## src/rtl/dot_product_unit.sv

```systemverilog
// Dot-product unit: streams 4-bit operand pairs through an external 4x4
// multiplier and accumulates the products with saturation. A result is
// presented once the vector's last term has been accumulated.
module dot_product_unit #(
  parameter int unsigned ACC_W = 12
) (
  input  logic             clk,
  input  logic             rst,
  input  logic             in_valid,
  output logic             in_ready,
  input  logic [3:0]       in_a,
  input  logic [3:0]       in_b,
  input  logic             in_last,
  output logic [3:0]       mul_a,
  output logic [3:0]       mul_b,
  input  logic [7:0]       mul_p,
  output logic             out_valid,
  input  logic             out_ready,
  output logic [ACC_W-1:0] out_sum,
  output logic             out_ovf,
  output logic [7:0]       out_count
);

  localparam logic [1:0] ACCUM = 2'd0;
  localparam logic [1:0] DRAIN = 2'd1;
  localparam logic [1:0] DONE  = 2'd2;

  logic [1:0]       state_q, state_d;
  logic [3:0]       mul_a_q, mul_a_d;
  logic [3:0]       mul_b_q, mul_b_d;
  logic             sv_q, sv_d;
  logic [ACC_W-1:0] acc_q, acc_d;
  logic             ovf_q, ovf_d;
  logic [7:0]       cnt_q, cnt_d;

  logic             in_xfer;
  logic             out_xfer;
  logic [ACC_W:0]   sum_ext;

  assign in_ready  = (state_q == ACCUM);
  assign out_valid = (state_q == DONE);
  assign in_xfer   = in_valid && in_ready;
  assign out_xfer  = out_valid && out_ready;

  assign mul_a     = mul_a_q;
  assign mul_b     = mul_b_q;
  assign out_sum   = acc_q;
  assign out_ovf   = ovf_q;
  assign out_count = cnt_q;

  // One extra bit catches the carry used to detect saturation
  assign sum_ext = {1'b0, acc_q} + {{(ACC_W - 7){1'b0}}, mul_p};

  // Next-state logic: operand stage, accumulate stage, term count and FSM
  always_comb begin
    state_d = state_q;
    mul_a_d = mul_a_q;
    mul_b_d = mul_b_q;
    sv_d    = in_xfer;
    acc_d   = acc_q;
    ovf_d   = ovf_q;
    cnt_d   = cnt_q;

    if (in_xfer) begin
      mul_a_d = in_a;
      mul_b_d = in_b;
      if (cnt_q != 8'hFF) begin
        cnt_d = cnt_q + 8'd1;
      end
    end

    if (sv_q) begin
      if (sum_ext[ACC_W]) begin
        acc_d = '1;
        ovf_d = 1'b1;
      end else begin
        acc_d = sum_ext[ACC_W-1:0];
      end
    end

    case (state_q)
      ACCUM: begin
        if (in_xfer && in_last) begin
          state_d = DRAIN;
        end
      end
      DRAIN: begin
        state_d = DONE;
      end
      DONE: begin
        if (out_xfer) begin
          state_d = ACCUM;
          acc_d   = '0;
          ovf_d   = 1'b0;
          cnt_d   = '0;
        end
      end
      default: begin
        state_d = ACCUM;
      end
    endcase
  end

  // State registers with asynchronous reset discarding any partial vector
  always_ff @(posedge clk or posedge rst) begin
    if (rst) begin
      state_q <= ACCUM;
      mul_a_q <= '0;
      mul_b_q <= '0;
      sv_q    <= 1'b0;
      acc_q   <= '0;
      ovf_q   <= 1'b0;
      cnt_q   <= '0;
    end else begin
      state_q <= state_d;
      mul_a_q <= mul_a_d;
      mul_b_q <= mul_b_d;
      sv_q    <= sv_d;
      acc_q   <= acc_d;
      ovf_q   <= ovf_d;
      cnt_q   <= cnt_d;
    end
  end

endmodule

```

## config.mk

```make
export PLATFORM = sky130hd
export DESIGN_NAME = dot_product_unit
export DESIGN_NICKNAME = d
export VERILOG_FILES = /design/src/rtl/dot_product_unit.sv
export SDC_FILE = /design/constraint.sdc
export NUM_CORES = 1
export LEC_CHECK = 0
export CORE_MARGIN = 5
export CORE_UTILIZATION = 51
export DETAILED_ROUTE_END_ITERATION = 16
export GPL_ROUTABILITY_DRIVEN = 0
export HOLD_SLACK_MARGIN = 0.02
export PLACE_DENSITY = 0.94
export SYNTH_ARGS = -nofsm -noshare
export SYNTH_HDL_FRONTEND = slang
export SYNTH_SLANG_ARGS = --single-unit
```

## constraint.sdc

```tcl
create_clock -name clk -period 3.7 [get_ports clk]
set_clock_uncertainty 0.2 [all_clocks]
set_input_delay 0.74 -clock clk [delete_from_list [all_inputs] [get_ports clk]]
set_output_delay 0.74 -clock clk [all_outputs]
set_load 0.01 [all_outputs]
```

; After elaboration in Yosys (flattened, before gate mapping)
; Index checks and enable logic that the tools add are counted.
[totals]
reg_bits = 32
out_inout_bits = 31
elab_cells = 34
[classes]
n_addsub = 2
n_eq_ne = 5
n_mux = 15
reduce_logical = 5
[ops]
columns = cell, count
row1 = two-way mux 12 bit, 4
row2 = two-way mux 8 bit, 4
row3 = adder 12 x 8 -> 13 bit, 1
row4 = adder 8 x 1 -> 8 bit (second input constant), 1
row5 = inequality test 8 bit (second input constant), 1
row6 = one-hot mux 2 bit (3 select lines), 1
row7 = two-way mux 1 bit, 4
row8 = two-way mux 2 bit, 2
row9 = inequality test 2 x 1 -> 1 bit (second input constant), 2
row10 = logical AND 1 bit, 3
row11 = equality test 2 x 1 -> 1 bit (second input constant), 1
row12 = equality test 2 bit (second input constant), 1
row13 = zero test 2 bit, 1
row14 = AND reduction 2 bit, 1

; Depth between registers and ports, before layout
; Gate-level depths: netlist of the first run.
[logic_depth]
depth_word = 5
ltp_mapped = 6

; Worst setup path before layout of the first run
; OpenSTA, ideal clock, no wires.
[synth_path]
path_type = in2reg
from = input mul_p[0]
to = register acc_q[2] (netlist: out_sum[2])
t_arrival_ns = 2.107
t_required_ns = 3.354
setup_slack_ns = 1.247
cell_stages = 6
cell_sequence = ha_1 > fa_1 > nand3_1 > a21oi_1 > o21ai_1 > a31oi_1
[synth_between]
elab_chain_len = 5
[synth_lines]
columns = element, line
row1 = "start, declared", 16  ; input logic [7:0] mul_p,
row2 = adder 12 x 8 -> 13 bit *, 52  ; assign sum_ext = {1'b0, acc_q} + {{(ACC_W - 7){1'b0}}, mul_p};
row3 = two-way mux 12 bit *, 73  ; if (sum_ext[ACC_W]) begin
row4 = two-way mux 12 bit *, 72  ; if (sv_q) begin
row5 = two-way mux 12 bit, 91  ; if (out_xfer) begin
row6 = two-way mux 12 bit *, 81  ; case (state_q)
row7 = named net acc_d[2], 32  ; logic [ACC_W-1:0] acc_q, acc_d;
row8 = "end signal, assigned", 111  ; acc_q <= '0;
row9 = "end signal, assigned", 119  ; acc_q <= acc_d;
row10 = "end, declared", 32
; Mark *: on every way through the listed nets, which the timed path passes. The rest lies on a longest branch.
; A chain may end at the register's enable or synchronous reset.

; Final worst setup path of the first run
[layout_path]
from = input mul_p[1]
to = register acc_q[9] (netlist: out_sum[9])
; The elaborated chain is that of the path after synthesis.

==> results.md, run 1 <==
* Synthesis-to-layout area growth at 34.0%
* Port bufs at 51
* Met2 WL at around 2.2 mm
* Via/cell ratio at a little under 6
* Kind of critical path: input port to flop
* Hold_buf cts at 0
* LEAKAGE at 1.02 nW
* Post-Synthesis Cells at between 150 and 200
* Total number of vias at 1630
* Most area-consuming cells after synthesis: dfrtp_1 44%, ha_1 6.2%, mux2_2 5.6%
* Relative slew margins at about 60%
* Critical path's most frequent cell: a211oi_1
* CP Launch Type: input port
* WL met3 at 283 um
* Max-slew violations at 0
* Mean routed wirelength per cell at between 15 and 20 um
* Residual DRC at 0
* CP Cell Sequence: clkdlybuf4s50_1 > ha_1 > a211oi_1 > o21ai_0 > a211oi_1 > a211oi_1
* Fillers at around 250
* Vias in the first global route at roughly 1500
* Data required, critical path at 3.72 ns
* Iter 0 DRT Violations at approximately 120
* Critical path endpoint category: flop
* Pin count of the biggest net entering global routing at 33
* Die area at about 0.0048 mm2
* R2r setup slk at between 1 and 1.5 ns
* Final wirelength at about 4.3 mm
* M1 WL at approximately 1.9 mm
* Root Driver: clkbuf_4
* Max Buffers Root-to-Sink at 2
* Worst-skew pair later-pin latency at 0.34 ns
* Chip width at between 60 and 70 um
* Max Fclk at approximately 0.36 GHz
* Worst vdd ir at between 0.0003 and 0.0004 V
* Site Rows at 21
* Post-DP Area at 0.00237 mm2
* H-tree depth reported by CTS at 2
* Library cells used by synthesis at 38
* Post-route cell area at approximately 0.0024 mm2
* Initial antenna violation count at 0
* Top sig layer: met4
* Clock transition at the registers of the reported paths at ~0.11 ns
* Setup_tns at 0 ns
* Reg2Reg Depth at 5
* Seq/Total Area, Yosys at around 44%
* First-pass GRT wire length at slightly above 7 mm
* Slowest Stage Delay on Critical Path at between 0.4 and 0.5 ns
* Area leader, netlist: dfrtp_1
* Layout Cells excl Fill at roughly 280
* GRT overflow at 0
* Mapped Area at between 0.0015 and 0.002 mm2
* Share of cells above drive strength 1 at 9.36%
* RSZ-0062 raised after global routing: no
* PostCTS Resize Cnt at 0
* CTS tree: built
* Worst slew pin tran at a little under 0.6 ns
* Crit path arrival time at ~2.8 ns
* CP max-delay cell: clkdlybuf4s50_1
* Placed insts at 273
* Critical Path Fanout Max at 4
* Endpoints failing setup at 0
* DRT Pass-1 Iters at 4
* Max Cap Viol at 0
* DP HPWL at between 3 and 4 mm
* Synth Register Bits at 32
* Tmin final at roughly 2.8 ns
* Total track usage at ~18%
* Initial core utilization at a little over half
* Core Footprint at around 0.0034 mm2
* ANT cells at 0
* Hold Vio Cnt, Final at 0
* DRT antenna net count at 0
* Period Utilization, post-route at ~76%
* Num ports at between 50 and 60
* Clock sink total at 32
* Inserted Clock Buffers at 5
* YS warnings at 0
* Outcome: completed
* Hold crit path type: flop to flop
* Post-CTS setup buffer count at 0
* PD cells at between 600 and 700 mW/mm2
* Nets at around 270
* Hold Path Depth at 1
* Mapped Avg Cell Area at 10.0 um2
* Die height at ~70 um
* Syn Nets at ~210
* Top cell type's share of synthesized area at 44.2%
[final timing paths]
path	startpoint	to
min in group asynchronous	rst	out_sum[0]$_DFF_PP0_
min reg2reg	mul_a[0]$_DFFE_PP0P_	mul_a[0]$_DFFE_PP0P_
max in group asynchronous	rst	out_sum[7]$_DFF_PP0_
max reg2reg	out_sum[1]$_DFF_PP0_	out_sum[9]$_DFF_PP0_
max	mul_p[1]	out_sum[9]$_DFF_PP0_
min	mul_a[0]$_DFFE_PP0P_	mul_a[0]$_DFFE_PP0P_
[critical path: cells and delay by family]
kind | cells | cell delay [ns]
AO/OA/AOI/OAI | 4 | 1.29
adder cells (fa/ha/maj) | 1 | 0.33
buffers and inverters | 1 | 0.46
[cells by family (layout without fill, tap and decap cells)]
family	after synthesis	count (layout)	share of synthesized area, %
adders and majority gates	10	10	7.32
AOI/OAI and AO/OA	65	65	23.6
and+or+nand+nor	42	42	12.1
xor gates and xnor gates	6	6	2.90
DFF	32	32	44.2
buffers and inverters	15	69	3.24
muxes	11	11	6.69
[layout make-up]
cell class	instances	area (um2)	share of cell area [%]
clock inverters	3	23.8	0.979
well taps	46	57.6	2.37
multi-input cells	134	953	39.3
repair buffers	53	526	21.6
flip-flops and latches	32	801	33.0
clock buffers	5	37.5	1.55
inverters	8	30.0	1.24
[layer usage]
layer	track usage (%)	up-vias
li1	-	788
met1	22.5	782
met2	30.9	55
met3	4.78	5
met4	5.96	0
met5	0	-
[state kept, by name, indices dropped and copies added, names as in the netlist]
register,flops
mul_a,4
mul_b,4
out_count,8
out_ovf,1
out_sum,12
state_q,2
sv_q,1
[cell usage after synthesis]
master      n
or3b_2      1
a21o_1      6
inv_1       8
a221oi_1    2
clkbuf_1    5
nor2b_1     2
a21oi_1     9
nand4_1     1
dfrtp_1    32
nand3_1     5
nor4_1      2
o21ai_0    15
a211oi_1    9
o31ai_1     3
or3b_1      1
ha_1        9
or3_1       1
o21a_1      1
o2111a_1    1
o2bb2ai_1   1
o21ai_1     1
mux2i_1     2
o31ai_2     1
or3_4       1
o211ai_1    4
xnor2_1     2
mux2_2      9
and2_1      2
a31oi_1     8
xor2_1      4
o21bai_1    4
and4_1      1
and3_1      2
nor2_1      7
nor3_1      6
buf_2       2
nand2_1    10
fa_1        1
[cell usage in the layout (no fill, tap or decap), types with 4 or more instances in the layout]
master	count
dfrtp_1	32
xor2_1	4
nand2_1	10
o211ai_1	4
a211oi_1	9
mux2_2	9
a21o_1	6
clkbuf_4	5
inv_1	8
nor2_1	7
o21bai_1	4
clkdlybuf4s50_1	51
nor3_1	6
o21ai_0	15
ha_1	9
nand3_1	5
a31oi_1	8
a21oi_1	9
[through the flow]
step	utilization, %	total power, mW	hold WS [ns]	setup WS (ns)
floorplan	-	1.06	0.330	1.25
global placement	69.8	1.38	0.289	0.621
detailed placement	69.8	1.42	0.296	0.612
CTS	71.7	1.63	0.318	0.970
global route	71.7	1.74	0.342	0.800
finish	71.7	1.63	0.317	0.899
[power by group]
group	internal (mW)	switching [mW]
logic	0.438	0.419
clock network	0.0747	0.135
registers	0.454	0.109
Note: power is estimated with default switching activity, not from simulation.
==> run 2: changes to the inputs <==
--- a/config.mk
+++ b/config.mk
@@ -6,11 +6,11 @@
 export NUM_CORES = 1
 export LEC_CHECK = 0
 export CORE_MARGIN = 5
-export CORE_UTILIZATION = 51
+export CORE_UTILIZATION = 47
 export DETAILED_ROUTE_END_ITERATION = 16
 export GPL_ROUTABILITY_DRIVEN = 0
 export HOLD_SLACK_MARGIN = 0.02
-export PLACE_DENSITY = 0.94
+export PLACE_DENSITY = 0.88
 export SYNTH_ARGS = -nofsm -noshare
 export SYNTH_HDL_FRONTEND = slang
 export SYNTH_SLANG_ARGS = --single-unit
==> constraint.sdc (replaced) <==
create_clock -name clk -period 2.75 [get_ports clk]
set_clock_uncertainty 0.2 [all_clocks]
set_input_delay 0.55 -clock clk [delete_from_list [all_inputs] [get_ports clk]]
set_output_delay 0.55 -clock clk [all_outputs]
set_load 0.01 [all_outputs]
==> results.md, run 2 (same netlist as run 1, synthesis figures left out) <==
* Outcome: completed
* Post-DP Area at 0.00241 mm2 (+1.7%)
* Util after Layout at 67.8% (-3.8 points)
* Worst vdd ir at 0.000553 V (+54%)
* CP Launch Type: input port
* Hold_buf cts at 0 (unchanged)
* Num ports at 52 (unchanged)
* Mean routed wirelength per cell at 15.3 um (-1.0%)
* Data required, critical path at 2.68 ns (-1.04 ns)
* Max Cap Viol at 0 (unchanged)
* Max reg flops at 12 (unchanged)
* Most frequent cells in the layout: 51 x clkdlybuf4s50_1, 32 x dfrtp_1, 15 x o21ai_0
* Endpoints failing setup at 0 (unchanged)
* GRT overflow at 0 (unchanged)
* ANT cells at 0 (unchanged)
* Post-CTS setup buffer count at 0 (unchanged)
* Total number of vias at 1633 (+0.18%)
* Die area at 0.00520 mm2 (+7.3%)
* Crit-path leading delay family: adder cells
* Iter 0 DRT Violations at 99 (-20%)
* Critical Path Fanout Max at 3 (-1)
* PostCTS Resize Cnt at 0 (unchanged)
* Crit path arrival time at 2.44 ns (-0.38 ns)
* H-tree depth reported by CTS at 2 (unchanged)
* Relative slew margins at 60.2% (+0.34 points)
* Inserted Clock Buffers at 5 (unchanged)
* Max Fclk at ~0.4 GHz
* Residual DRC at 0 (unchanged)
* CP Cell Sequence: clkdlybuf4s50_1 > ha_1 > fa_1 > a21o_1 > a221oi_1 > xor2_1 > a31oi_1
* RSZ-0062 raised after global routing: no
* Max Buffers Root-to-Sink at 2 (unchanged)
* Die height at 72.1 um (+3.6%)
* WP buf/inv at 1 (unchanged)
* Power, Total at 2.31 mW (+42%)
* LEAKAGE at 1.06 nW (+4.1%)
* Chip width at 72.1 um (+3.6%)
* Share of cells above drive strength 1 at 10.8% (+1.5 points)
* Placed insts at 280 (+2.6%)
* Met2 WL at 2.18 mm (+1.0%)
* Vias in the first global route at 1653 (+7.5%)
* Port bufs at 51 (unchanged)
* Post-route cell area at 0.00250 mm2 (+3.0%)
* Pin count of the biggest net entering global routing at 33 (unchanged)
* Hold Vio Cnt, Final at 0 (unchanged)
* Worst-skew pair later-pin latency at 0.29 ns (-0.05 ns)
* Core Footprint at 0.00369 mm2 (+8.8%)
* Total track usage at 18.5% (+0.24 points)
* Critical path endpoint category: flop
* DRT antenna net count at 0 (unchanged)
* Final wirelength at 4.40 mm (+1.5%)
* Via/cell ratio at 5.67 (-2.3%)
* Hold crit path type: flop to flop
* Period Utilization, post-route at between 90% and 100%
* Kind of critical path: input port to flop
* Commonest non-fill, non-tap cell in the layout: clkdlybuf4s50_1
* Nets at 270 (+1.9%)
* First-pass GRT wire length at 7.47 mm (+3.7%)
* Tmin final at 2.50 ns
* Initial core utilization at 49.2% (-4.3 points)
* Final WS setup at 0.248 ns (-0.651 ns)
* Synthesis-to-layout area growth at 38.0%
* CTS tree: built
* Top sig layer: met4
* Root Driver: clkbuf_8
* CP max-delay cell: fa_1
* PD cells at 924 mW/mm2 (+38%)
* DRT Pass-1 Iters at 4 (unchanged)
* M1 WL at 1.93 mm (+3.8%)
* Slowest Stage Delay on Critical Path at 0.43 ns (-0.03 ns)
* Max-slew violations at 0 (unchanged)
* Initial antenna violation count at 0 (unchanged)
* Site Rows at 22 (+4.8%)
* WL met3 at 207 um (-27%)
* Layout Cells excl Fill at 288 (+2.5%)
* Worst slew pin tran at 0.591 ns (-0.00506 ns)
* Clock sink total at 32 (unchanged)
* DP HPWL at 3.24 mm (about the same)
* Clock transition at the registers of the reported paths at 0.07 ns (-0.04 ns)
* Pre-CTS setup slack at -0.0371 ns (-0.649 ns)
-- run 2: cell types whose count changed in the layout (fill, tap and decap cells not counted), sizes merged --
cell / previous run / this run
clkbuf: 5 / 7
clkinvlp: 2 / 1
buf: 2 / 7
clkinv: 1 / 0
-- run 2: power breakdown --
| part | switching, mW | internal, mW | total, mW |
|---|---|---|---|
| logic | 0.558 | 0.616 | 1.17 |
| registers | 0.143 | 0.612 | 0.755 |
| clock network | 0.179 | 0.203 | 0.382 |
| total | 0.881 | 1.43 | 2.31 |
-- run 2: cell type report --
cell class / instances / area, um2
well taps: 48 / 60.1
flip-flops and latches: 32 / 801
fillers: 286 / 1190
multi-input cells: 134 / 953
clock buffers: 7 / 86.3
repair buffers: 58 / 563
clock inverters: 1 / 7.51
inverters: 8 / 30.0
-- run 2: path summary, 6_finish.rpt --
kind,start,endpoint,slack (ns),cells past startpoint
hold reg to reg,out_ovf$_DFF_PP0_,out_ovf$_DFF_PP0_,0.31,2
hold / removal,out_ovf$_DFF_PP0_,out_ovf$_DFF_PP0_,0.31,2
setup reg to reg,out_sum[4]$_DFF_PP0_,out_sum[9]$_DFF_PP0_,0.53,5
min in group asynchronous,rst,out_sum[0]$_DFF_PP0_,0.43,3
setup / recovery,mul_p[0],out_sum[6]$_DFF_PP0_,0.25,7
max in group asynchronous,rst,out_sum[7]$_DFF_PP0_,1.62,3
-- run 2: metrics by stage --
stage               setup TNS, ns  hold slack, ns
floorplan                       0           0.330
global placement                0           0.289
detailed placement        -0.0409           0.298
CTS                             0           0.312
global route                    0           0.338
finish                          0           0.312
-- run 2: routing by layer --
metal	global-route usage, %	vias up
met1	22.7	787
met3	3.46	8
met5	0	-
met4	10.0	0
met2	30.4	34
li1	-	804
-- run 2: worst min-delay path: cells and delay by family, from the launching register on --
kind                   cells  cell delay [ns]
DFF                        1             0.37
buffers and inverters      1             0.05
AOI/OAI and AO/OA          1             0.05
==> run 3: changes to the inputs <==
--- a/config.mk
+++ b/config.mk
@@ -9,7 +9,7 @@
 export CORE_UTILIZATION = 47
 export DETAILED_ROUTE_END_ITERATION = 16
 export GPL_ROUTABILITY_DRIVEN = 0
-export HOLD_SLACK_MARGIN = 0.02
+export HOLD_SLACK_MARGIN = 0.1
 export PLACE_DENSITY = 0.88
 export SYNTH_ARGS = -nofsm -noshare
 export SYNTH_HDL_FRONTEND = slang
==> results of run 3 <==
No change in the layout: final DEF, timing and power equal those of run 2.
